===== config.mk =====
export PLATFORM = sky130hd
export DESIGN_NAME = spi_controller
export DESIGN_NICKNAME = d
export VERILOG_FILES = /design/src/rtl/spi_controller.sv
export SDC_FILE = /design/constraint.sdc
export NUM_CORES = 1
export LEC_CHECK = 0
export CORE_MARGIN = 3
export CORE_UTILIZATION = 35
export DETAILED_ROUTE_END_ITERATION = 8
export PLACE_DENSITY = 0.63
export SYNTH_ARGS = -nofsm -noshare
export SYNTH_HDL_FRONTEND = slang
export SYNTH_SLANG_ARGS = --single-unit

===== constraint.sdc =====
create_clock -name clk -period 2.8 [get_ports clk]
set_clock_uncertainty 0.1 [all_clocks]
set_input_delay 0.42 -clock clk [delete_from_list [all_inputs] [get_ports clk]]
set_output_delay 0.42 -clock clk [all_outputs]
set_load 0.02 [all_outputs]

===== src/rtl/spi_controller.sv =====
`timescale 1ns/1ps
// spi_controller: SPI Mode 0 (CPOL=0, CPHA=0) master issuing 16-bit frames
// {rw, addr[6:0], data[7:0]} MSB first to the spi_peripheral register block.
// One request at a time over req_valid/req_ready. ncs, sclk and copi are all
// registered, and the edge rate is slow enough for the peripheral's 2-flop
// input synchronisers.
//
// Optional feature macro: SPI_CTRL_CIPO_EN
//   When defined, adds the cipo input and the rsp_data output. cipo is
//   synchronised, sampled at the end of every sclk high phase, and the last
//   8 bits of each frame are presented on rsp_data when done pulses.
//
// Parameter limits: CLK_DIV >= 3, CS_SETUP >= 1, CS_HOLD >= 1, CS_GAP >= 4.
module spi_controller #(
  parameter int CLK_DIV  = 4,
  parameter int CS_SETUP = 4,
  parameter int CS_HOLD  = 4,
  parameter int CS_GAP   = 8
) (
  input  logic       clk,
  input  logic       rst_n,
  input  logic       req_valid,
  output logic       req_ready,
  input  logic       req_write,
  input  logic [6:0] req_addr,
  input  logic [7:0] req_data,
  output logic       busy,
  output logic       done,
  output logic       ncs,
  output logic       sclk,
  output logic       copi
`ifdef SPI_CTRL_CIPO_EN
  ,
  input  logic       cipo,
  output logic [7:0] rsp_data
`endif
);

  // The duration counter must hold the largest phase length without wrapping.
  localparam int DUR_MAX_A = (CLK_DIV > CS_SETUP) ? CLK_DIV : CS_SETUP;
  localparam int DUR_MAX_B = (CS_HOLD > CS_GAP) ? CS_HOLD : CS_GAP;
  localparam int DUR_MAX   = (DUR_MAX_A > DUR_MAX_B) ? DUR_MAX_A : DUR_MAX_B;
  localparam int DUR_W     = $clog2(DUR_MAX + 1);

  // Each phase loads (length - 1) and leaves on the cycle the count hits zero.
  localparam logic [DUR_W-1:0] SETUP_LOAD = DUR_W'(CS_SETUP - 1);
  localparam logic [DUR_W-1:0] DIV_LOAD   = DUR_W'(CLK_DIV - 1);
  localparam logic [DUR_W-1:0] HOLD_LOAD  = DUR_W'(CS_HOLD - 1);
  // GAP is one cycle shorter than CS_GAP because the IDLE cycle in which the
  // next request is accepted also has ncs high. A request held valid therefore
  // sees exactly CS_GAP cycles of ncs high between frames.
  localparam logic [DUR_W-1:0] GAP_LOAD   = DUR_W'(CS_GAP - 2);

  typedef enum logic [2:0] {
    IDLE,
    SETUP,
    SCK_HI,
    SCK_LO,
    HOLD,
    GAP
  } state_t;

  state_t           state_reg, state_next;
  logic [DUR_W-1:0] dur_reg,   dur_next;
  logic [3:0]       bit_reg,   bit_next;
  logic [15:0]      frame_reg, frame_next;
  logic             ncs_reg,   ncs_next;
  logic             sclk_reg,  sclk_next;
  logic             copi_reg,  copi_next;
  logic             done_reg,  done_next;
  logic             dur_zero;

  assign dur_zero = (dur_reg == '0);

  // State, counters, latched frame and the registered pin drivers.
  always_ff @(posedge clk or negedge rst_n) begin
    if (!rst_n) begin
      state_reg <= IDLE;
      dur_reg   <= '0;
      bit_reg   <= 4'd0;
      frame_reg <= 16'h0000;
      ncs_reg   <= 1'b1;
      sclk_reg  <= 1'b0;
      copi_reg  <= 1'b0;
      done_reg  <= 1'b0;
    end else begin
      state_reg <= state_next;
      dur_reg   <= dur_next;
      bit_reg   <= bit_next;
      frame_reg <= frame_next;
      ncs_reg   <= ncs_next;
      sclk_reg  <= sclk_next;
      copi_reg  <= copi_next;
      done_reg  <= done_next;
    end
  end

  // Next-state logic: phase sequencing, bit shifting and pin updates.
  always_comb begin
    state_next = state_reg;
    dur_next   = dur_reg;
    bit_next   = bit_reg;
    frame_next = frame_reg;
    ncs_next   = ncs_reg;
    sclk_next  = sclk_reg;
    copi_next  = copi_reg;
    done_next  = 1'b0;

    case (state_reg)
      IDLE: begin
        // Request fields are captured here only, so later input changes
        // cannot disturb a frame in flight.
        if (req_valid) begin
          frame_next = {req_write, req_addr, req_data};
          ncs_next   = 1'b0;
          sclk_next  = 1'b0;
          copi_next  = req_write;
          bit_next   = 4'd15;
          dur_next   = SETUP_LOAD;
          state_next = SETUP;
        end
      end

      SETUP: begin
        if (dur_zero) begin
          sclk_next  = 1'b1;
          dur_next   = DIV_LOAD;
          state_next = SCK_HI;
        end else begin
          dur_next = dur_reg - 1'b1;
        end
      end

      SCK_HI: begin
        if (dur_zero) begin
          sclk_next = 1'b0;
          if (bit_reg == 4'd0) begin
            dur_next   = HOLD_LOAD;
            state_next = HOLD;
          end else begin
            // Mode 0: data changes on the falling edge, ahead of the next rise.
            bit_next   = bit_reg - 4'd1;
            copi_next  = frame_reg[bit_reg - 4'd1];
            dur_next   = DIV_LOAD;
            state_next = SCK_LO;
          end
        end else begin
          dur_next = dur_reg - 1'b1;
        end
      end

      SCK_LO: begin
        if (dur_zero) begin
          sclk_next  = 1'b1;
          dur_next   = DIV_LOAD;
          state_next = SCK_HI;
        end else begin
          dur_next = dur_reg - 1'b1;
        end
      end

      HOLD: begin
        if (dur_zero) begin
          ncs_next   = 1'b1;
          copi_next  = 1'b0;
          done_next  = 1'b1;
          dur_next   = GAP_LOAD;
          state_next = GAP;
        end else begin
          dur_next = dur_reg - 1'b1;
        end
      end

      GAP: begin
        if (dur_zero) begin
          state_next = IDLE;
        end else begin
          dur_next = dur_reg - 1'b1;
        end
      end

      default: begin
        state_next = IDLE;
      end
    endcase
  end

  assign req_ready = (state_reg == IDLE);
  assign busy      = (state_reg != IDLE);
  assign done      = done_reg;
  assign ncs       = ncs_reg;
  assign sclk      = sclk_reg;
  assign copi      = copi_reg;

`ifdef SPI_CTRL_CIPO_EN
  logic [1:0] cipo_sync;
  logic [7:0] shift_reg;
  logic [7:0] rsp_reg;

  // Two-flop synchroniser; cipo is launched by the peripheral's own clock.
  always_ff @(posedge clk or negedge rst_n) begin
    if (!rst_n) begin
      cipo_sync <= 2'b00;
    end else begin
      cipo_sync <= {cipo_sync[0], cipo};
    end
  end

  // Sample at the end of each high phase, when the peripheral's data has had
  // the whole low and high phase to settle through the synchroniser.
  always_ff @(posedge clk or negedge rst_n) begin
    if (!rst_n) begin
      shift_reg <= 8'h00;
    end else if ((state_reg == SCK_HI) && dur_zero) begin
      shift_reg <= {shift_reg[6:0], cipo_sync[1]};
    end
  end

  // Publish the captured byte on the same edge that raises done.
  always_ff @(posedge clk or negedge rst_n) begin
    if (!rst_n) begin
      rsp_reg <= 8'h00;
    end else if ((state_reg == HOLD) && dur_zero) begin
      rsp_reg <= shift_reg;
    end
  end

  assign rsp_data = rsp_reg;
`endif

endmodule


==> flow_metrics.env, run 1 <==
export IMPL_overflow=0
export IMPL_ir_worst_vdd_mv=0.3576
export IMPL_grt_max_degree=32
export IMPL_grtUsageTotal_pct=14.08
export IMPL_slowest_delay_ns=0.62
export IMPL_max_freq_mhz=412.7
export IMPL_syn_instance_count=148
export IMPL_core_um2=4474
export IMPL_finalCritPeriodShare_pct=86.55
export IMPL_synth_top_area_share_pct=44.91
export IMPL_worst_pin_slew_ns=0.4951
export IMPL_initial_core_util_pct=37.36
export IMPL_synth_cell_types=46
export IMPL_layout_setup_ws_ns=0.3767
export IMPL_place_ws_ns=0.5128
export IMPL_drtIter0Drc=107
export IMPL_port_buffers=24
export IMPL_area_delta_synth_final_pct=23.05
export IMPL_htree_levels=2
export IMPL_startpoint_type="flop"
export IMPL_ctsResizeCount=0
export IMPL_p_per_area_nw_per_um2=1047
export IMPL_synth_seq_cells=31
export IMPL_grt_pass1_vias=1287
export IMPL_post_cts_setup_buffer_count=0
export IMPL_drc_errors=0
export IMPL_layout_common_cells="30 x dfrtp_1, 24 x clkdlybuf4s50_1, 12 x nand2_1"
export IMPL_die_h_um=75.11
export IMPL_fin_crit_ns=2.423
export IMPL_antenna_found_initial=0
export IMPL_setup_worst_path_class="reg -> out"
export IMPL_hp_class="reg -> reg"
export IMPL_clockBufferDepth=2
export IMPL_post_dp_hpwl_um=2515
export IMPL_syn_area_um2=1672
export IMPL_largest_register_ffs=16
export IMPL_cts_sinks=31
export IMPL_synth_edf_count=0
export IMPL_synth_ff_type="dfrtp_1"
export IMPL_cts_tree="yes"
export IMPL_synth_top_area_cell="dfrtp_1"
export IMPL_diodes=0
export IMPL_crit_family="buffers and inverters"
export IMPL_final_setup_tns_ns=0
export IMPL_hold_buffers=0
export IMPL_gp_congestion=0.7975
export IMPL_cp_slowest_cell="dfrtp_1"
export IMPL_crit_buf_inv=2
export IMPL_wl_per_cell_um=14.95
export IMPL_layout_commonest_cell="dfrtp_1"
export IMPL_die_w_um=75.11
export IMPL_maxSlewViolCount=0
export IMPL_rows=24
export IMPL_critical_path_arrival_ns=1.90
export IMPL_crit_required_ns=2.28
export IMPL_place_area_um2=1939
export IMPL_via_per_inst=5.363
export IMPL_grt_pass1_wl_um=5968
export IMPL_setup_viol_count_final=0
export IMPL_path_max_fanout=12
export IMPL_first_pass_iters=4
export IMPL_cts_root_buf="clkbuf_8"
export IMPL_total_power_w=0.002154
export IMPL_ios=25
export IMPL_outcome="finished clean"
export IMPL_path_cells="inv_1 > nand2_1 > clkdlybuf4s50_1"
export IMPL_clk_latency_ns=0.28
export IMPL_vias=1212
export IMPL_wirelength_um=3378
export IMPL_ant_nets=0
export IMPL_synthArstFlopShare_pct=100.0
export IMPL_p_leak_nw=0.8640
export IMPL_stdcell_count=226
export IMPL_die_area_um2=5642
export IMPL_nNetsFinal=195
export IMPL_final_cell_area_um2=2057
export IMPL_grt_setup_unrepaired="false"
export IMPL_ys_seq_area_share_pct=46.48
export IMPL_syn_nets=170
export IMPL_final_hold_viol_count=0
export IMPL_yosys_top_cells_area="dfrtp_1 45%, mux2_1 6.7%, mux2_2 5.4%"
export IMPL_place_inst=218
export IMPL_critPathCaptureType="primary output"
export IMPL_cts_buffers_inserted=5
export IMPL_yosys_warnings=0
export IMPL_clkTransAtPathRegs_ns=0.07
export IMPL_drive_gt1_share_pct=18.39
export IMPL_slew_headroom_pct=66.92
export IMPL_syn_area_per_cell_um2=11.29
export IMPL_drv_cap=0
per-stage QoR:
stage	hold slack (ns)	utilization (%)
2_1_floorplan	0.02441	-
3_3_place_gp	0.3630	43.34
3_5_place_dp	0.3770	43.34
4_1_cts	0.3911	45.97
5_1_grt	0.3989	45.97
6_report	0.3857	45.97
synthesized netlist by cell type, types with 2 or more instances:
cell type  count
nand2b_1       2
o21ai_0        4
inv_1          7
nor2_1        10
nand3_1        6
ha_1           3
mux2_1        10
mux2_2         8
o22a_1         2
dfrtp_1       30
buf_2          3
xnor2_1        3
nand2_1       12
buf_4          5
a21oi_1        6
mux2i_1        6
nor3_1         2
power by group:
part | internal, W | total [W] | switching, W
registers | 0.000648 | 0.000820 | 0.000173
logic | 0.000451 | 0.000881 | 0.000430
clock network | 0.000288 | 0.000453 | 0.000166
total | 0.00139 | 0.00215 | 0.000768
path summary, 6_finish.rpt:
kind	start	to	slack [ns]	cells after the start
worst max-delay path	state_reg[1]	busy	0.38	3
worst min-delay path	ncs	ncs	0.39	2
worst max register to register	bit_reg[0]	copi	0.48	7
worst min register to register	ncs	ncs	0.39	2
max in group asynchronous	rst_n	ncs	1.85	2
min in group asynchronous	rst_n	sclk	0.43	2
metal layers:
metal | track usage [%] | part of all wire [%]
met1 | 17.56 | 41
met2 | 23.21 | 53
met3 | 4.272 | 3.8
met4 | 4.743 | 1.3
met5 | 0 | 0
final cells by class:
| type | instances | area, µm² |
|---|---|---|
| fill | 403 | 2417 |
| multi-input combinational | 100 | 808.3 |
| sequential | 31 | 777.0 |
| timing repair buffer | 26 | 255.2 |
| clock buffer | 6 | 82.58 |
| tap | 52 | 65.06 |
| clock inverter | 2 | 35.03 |
| inverter | 9 | 33.78 |
cells by family after synthesis:
group | after synthesis | share of synthesized area, %
adders and majority gates | 3 | 2.246
DFF | 31 | 46.48
AOI/OAI and AO/OA | 25 | 11.90
and+or+nand+nor | 43 | 14.60
xor gates and xnor gates | 4 | 2.545
muxes | 25 | 17.07
buffers and inverters | 17 | 5.165
tightest hold or removal path, cell delays in order (launching register included):
cell	delay, ns
dfstp_2	0.37
inv_1	0.05
o21bai_1	0.06
Power figures use the tool's default switching activity.
==> run 2: changes to the inputs <==
--- a/config.mk
+++ b/config.mk
@@ -9,4 +9,6 @@
 export CORE_UTILIZATION = 35
+export CTS_BUF_LIST = sky130_fd_sc_hd__clkbuf_4 sky130_fd_sc_hd__clkbuf_8 sky130_fd_sc_hd__clkbuf_16
 export DETAILED_ROUTE_END_ITERATION = 8
-export PLACE_DENSITY = 0.63
+export DONT_BUFFER_PORTS = 1
+export PLACE_DENSITY = 0.56
 export SYNTH_ARGS = -nofsm -noshare
--- a/constraint.sdc
+++ b/constraint.sdc
@@ -4,2 +4,2 @@
 set_output_delay 0.42 -clock clk [all_outputs]
-set_load 0.02 [all_outputs]
+set_load 0.1 [all_outputs]
==> run 2 against run 1 <==
Critical path depth up 4. Register-to-register slack better by 0.06 ns. Wire length down 7.7%. Worst setup slack better by 0.16 ns. Clock-buffer cell count unchanged. Worst hold slack worse by 0.21 ns. Cell count down 9.7%.
==> flow_metrics.env, run 2 (synthesis gave the netlist of run 1 again) <==
export IMPL_outcome="finished clean"
export IMPL_ant_nets=0
export IMPL_slowest_delay_ns=0.54
export IMPL_cp_slowest_cell="mux4_2"
export IMPL_cts_root_buf="clkbuf_8"
export IMPL_grt_max_degree=32
export IMPL_wirelength_um=3117
export IMPL_rrSetupSlack_ns=0.54
export IMPL_post_cts_setup_buffer_count=0
export IMPL_layout_common_cells="30 x dfrtp_1, 11 x nand2_1, 10 x mux2_1, 10 x nor2_1, 8 x mux2_2"
export IMPL_crit_required_ns=2.87
export IMPL_startpoint_type="flop"
export IMPL_clockBufferDepth=2
export IMPL_p_per_area_nw_per_um2=1161
export IMPL_clk_latency_ns=0.27
export IMPL_initial_core_util_pct=37.36
export IMPL_vias=1107
export IMPL_hold_buffers=2
export IMPL_finalCritPeriodShare_pct=80.71
export IMPL_place_ws_ns=0.5389
export IMPL_overflow=0
export IMPL_stdcell_count=204
export IMPL_path_max_fanout=6
export IMPL_place_inst=195
export IMPL_cts_sinks=31
export IMPL_area_delta_synth_final_pct=9.431
export IMPL_switchingPower_w=0.0008823
export IMPL_grt_setup_unrepaired="false"
export IMPL_setup_viol_count_final=0
export IMPL_ctsResizeCount=0
export IMPL_drtIter0Drc=65
export IMPL_layout_commonest_cell="dfrtp_1"
export IMPL_ir_worst_vdd_mv=0.4355
export IMPL_combPwrFrac_pct=40.0
export IMPL_path_cells="inv_1 > ha_1 > xor2_2 > mux4_2 > nor2_1 > o41ai_2 > o22a_1"
export IMPL_switching_share_pct=41.54
export IMPL_final_hold_viol_count=0
export IMPL_crit_family="multiplexers"
export IMPL_final_setup_tns_ns=0
export IMPL_die_h_um=75.11
export IMPL_core_um2=4474
export IMPL_crit_buf_inv=1
export IMPL_port_buffers=0
export IMPL_worst_pin_slew_ns=0.9282
export IMPL_grt_pass1_vias=1137
export IMPL_fin_crit_ns=2.260
export IMPL_largest_register_ffs=16
export IMPL_diodes=0
export IMPL_nFillCells=429
export IMPL_rows=24
export IMPL_nNetsFinal=174
export IMPL_ios=25
export IMPL_power_frac_seq_pct=43.9
export IMPL_setup_worst_path_class="reg -> reg"
export IMPL_cts_tree="yes"
export IMPL_pwr_share_clk_pct=16.1
export IMPL_max_freq_mhz=442.5
export IMPL_p_int_w=0.001242
export IMPL_p_leak_nw=0.7751
export IMPL_layout_setup_ws_ns=0.5401
export IMPL_maxSlewViolCount=0
export IMPL_critPathCaptureType="flop"
export IMPL_drv_cap=0
export IMPL_grt_pass1_wl_um=5326
export IMPL_critical_path_arrival_ns=2.33
export IMPL_die_area_um2=5642
export IMPL_drive_gt1_share_pct=22.37
export IMPL_grtUsageTotal_pct=12.81
export IMPL_clkTransAtPathRegs_ns=0.06
export IMPL_slew_headroom_pct=38.12
export IMPL_first_pass_iters=4
export IMPL_post_dp_hpwl_um=2298
export IMPL_die_w_um=75.11
export IMPL_gp_congestion=0.8082
export IMPL_drc_errors=0
export IMPL_via_per_inst=5.426
export IMPL_htree_levels=2
export IMPL_finish_utilization_pct=40.88
export IMPL_hp_class="in -> reg"
export IMPL_wl_per_cell_um=15.28
export IMPL_cts_buffers_inserted=5
export IMPL_antenna_found_initial=0
## run 2: per-layer routing
metal	up-vias	wire (µm)	global-route usage (%)
met5	-	0	0
met4	0	57	5.336
met3	6	134	4.806
met2	19	1525	19.44
met1	551	1400	16.42
li1	531	-	-
## run 2: area by class of cell
| cell class | count | area, µm² | share of cell area (%) |
|---|---|---|---|
| inverters | 9 | 36.28 | 1.984 |
| well taps | 52 | 65.06 | 3.557 |
| flip-flops and latches | 31 | 777.0 | 42.48 |
| repair buffers | 5 | 52.55 | 2.873 |
| multi-input cells | 100 | 810.8 | 44.32 |
| clock inverters | 1 | 5.005 | 0.2736 |
| clock buffers | 6 | 82.58 | 4.514 |
## run 2: worst paths after layout
kind                                    from       endpoint  cells past startpoint
worst max-delay path              bit_reg[0]           copi                      7
worst min-delay path             req_addr[6]  frame_reg[14]                      1
worst max register to register    bit_reg[0]           copi                      7
worst min register to register  frame_reg[9]   frame_reg[9]                      1
max in group asynchronous              rst_n            ncs                      2
min in group asynchronous              rst_n   state_reg[1]                      2
## run 2: power groups by stage
stage	Combinational [W]	Clock [W]	Sequential, W
6_report	0.000849	0.000342	0.000933
5_1_grt	0.000946	0.000378	0.000962
4_1_cts	0.000864	0.000359	0.000935
3_5_place_dp	0.000848	0	0.000942
3_3_place_gp	0.000826	0	0.000933
2_1_floorplan	0.000817	0	0.000854
## run 2: through the flow
step                hold WS, ns  cell area [µm²]  total power, W
floorplan               0.02441             1677        0.001671
global placement        0.02532             1712        0.001759
detailed placement      0.02533             1712        0.001790
CTS                      0.1675             1829        0.002158
global route             0.1644             1829        0.002286
finish                   0.1772             1829        0.002124
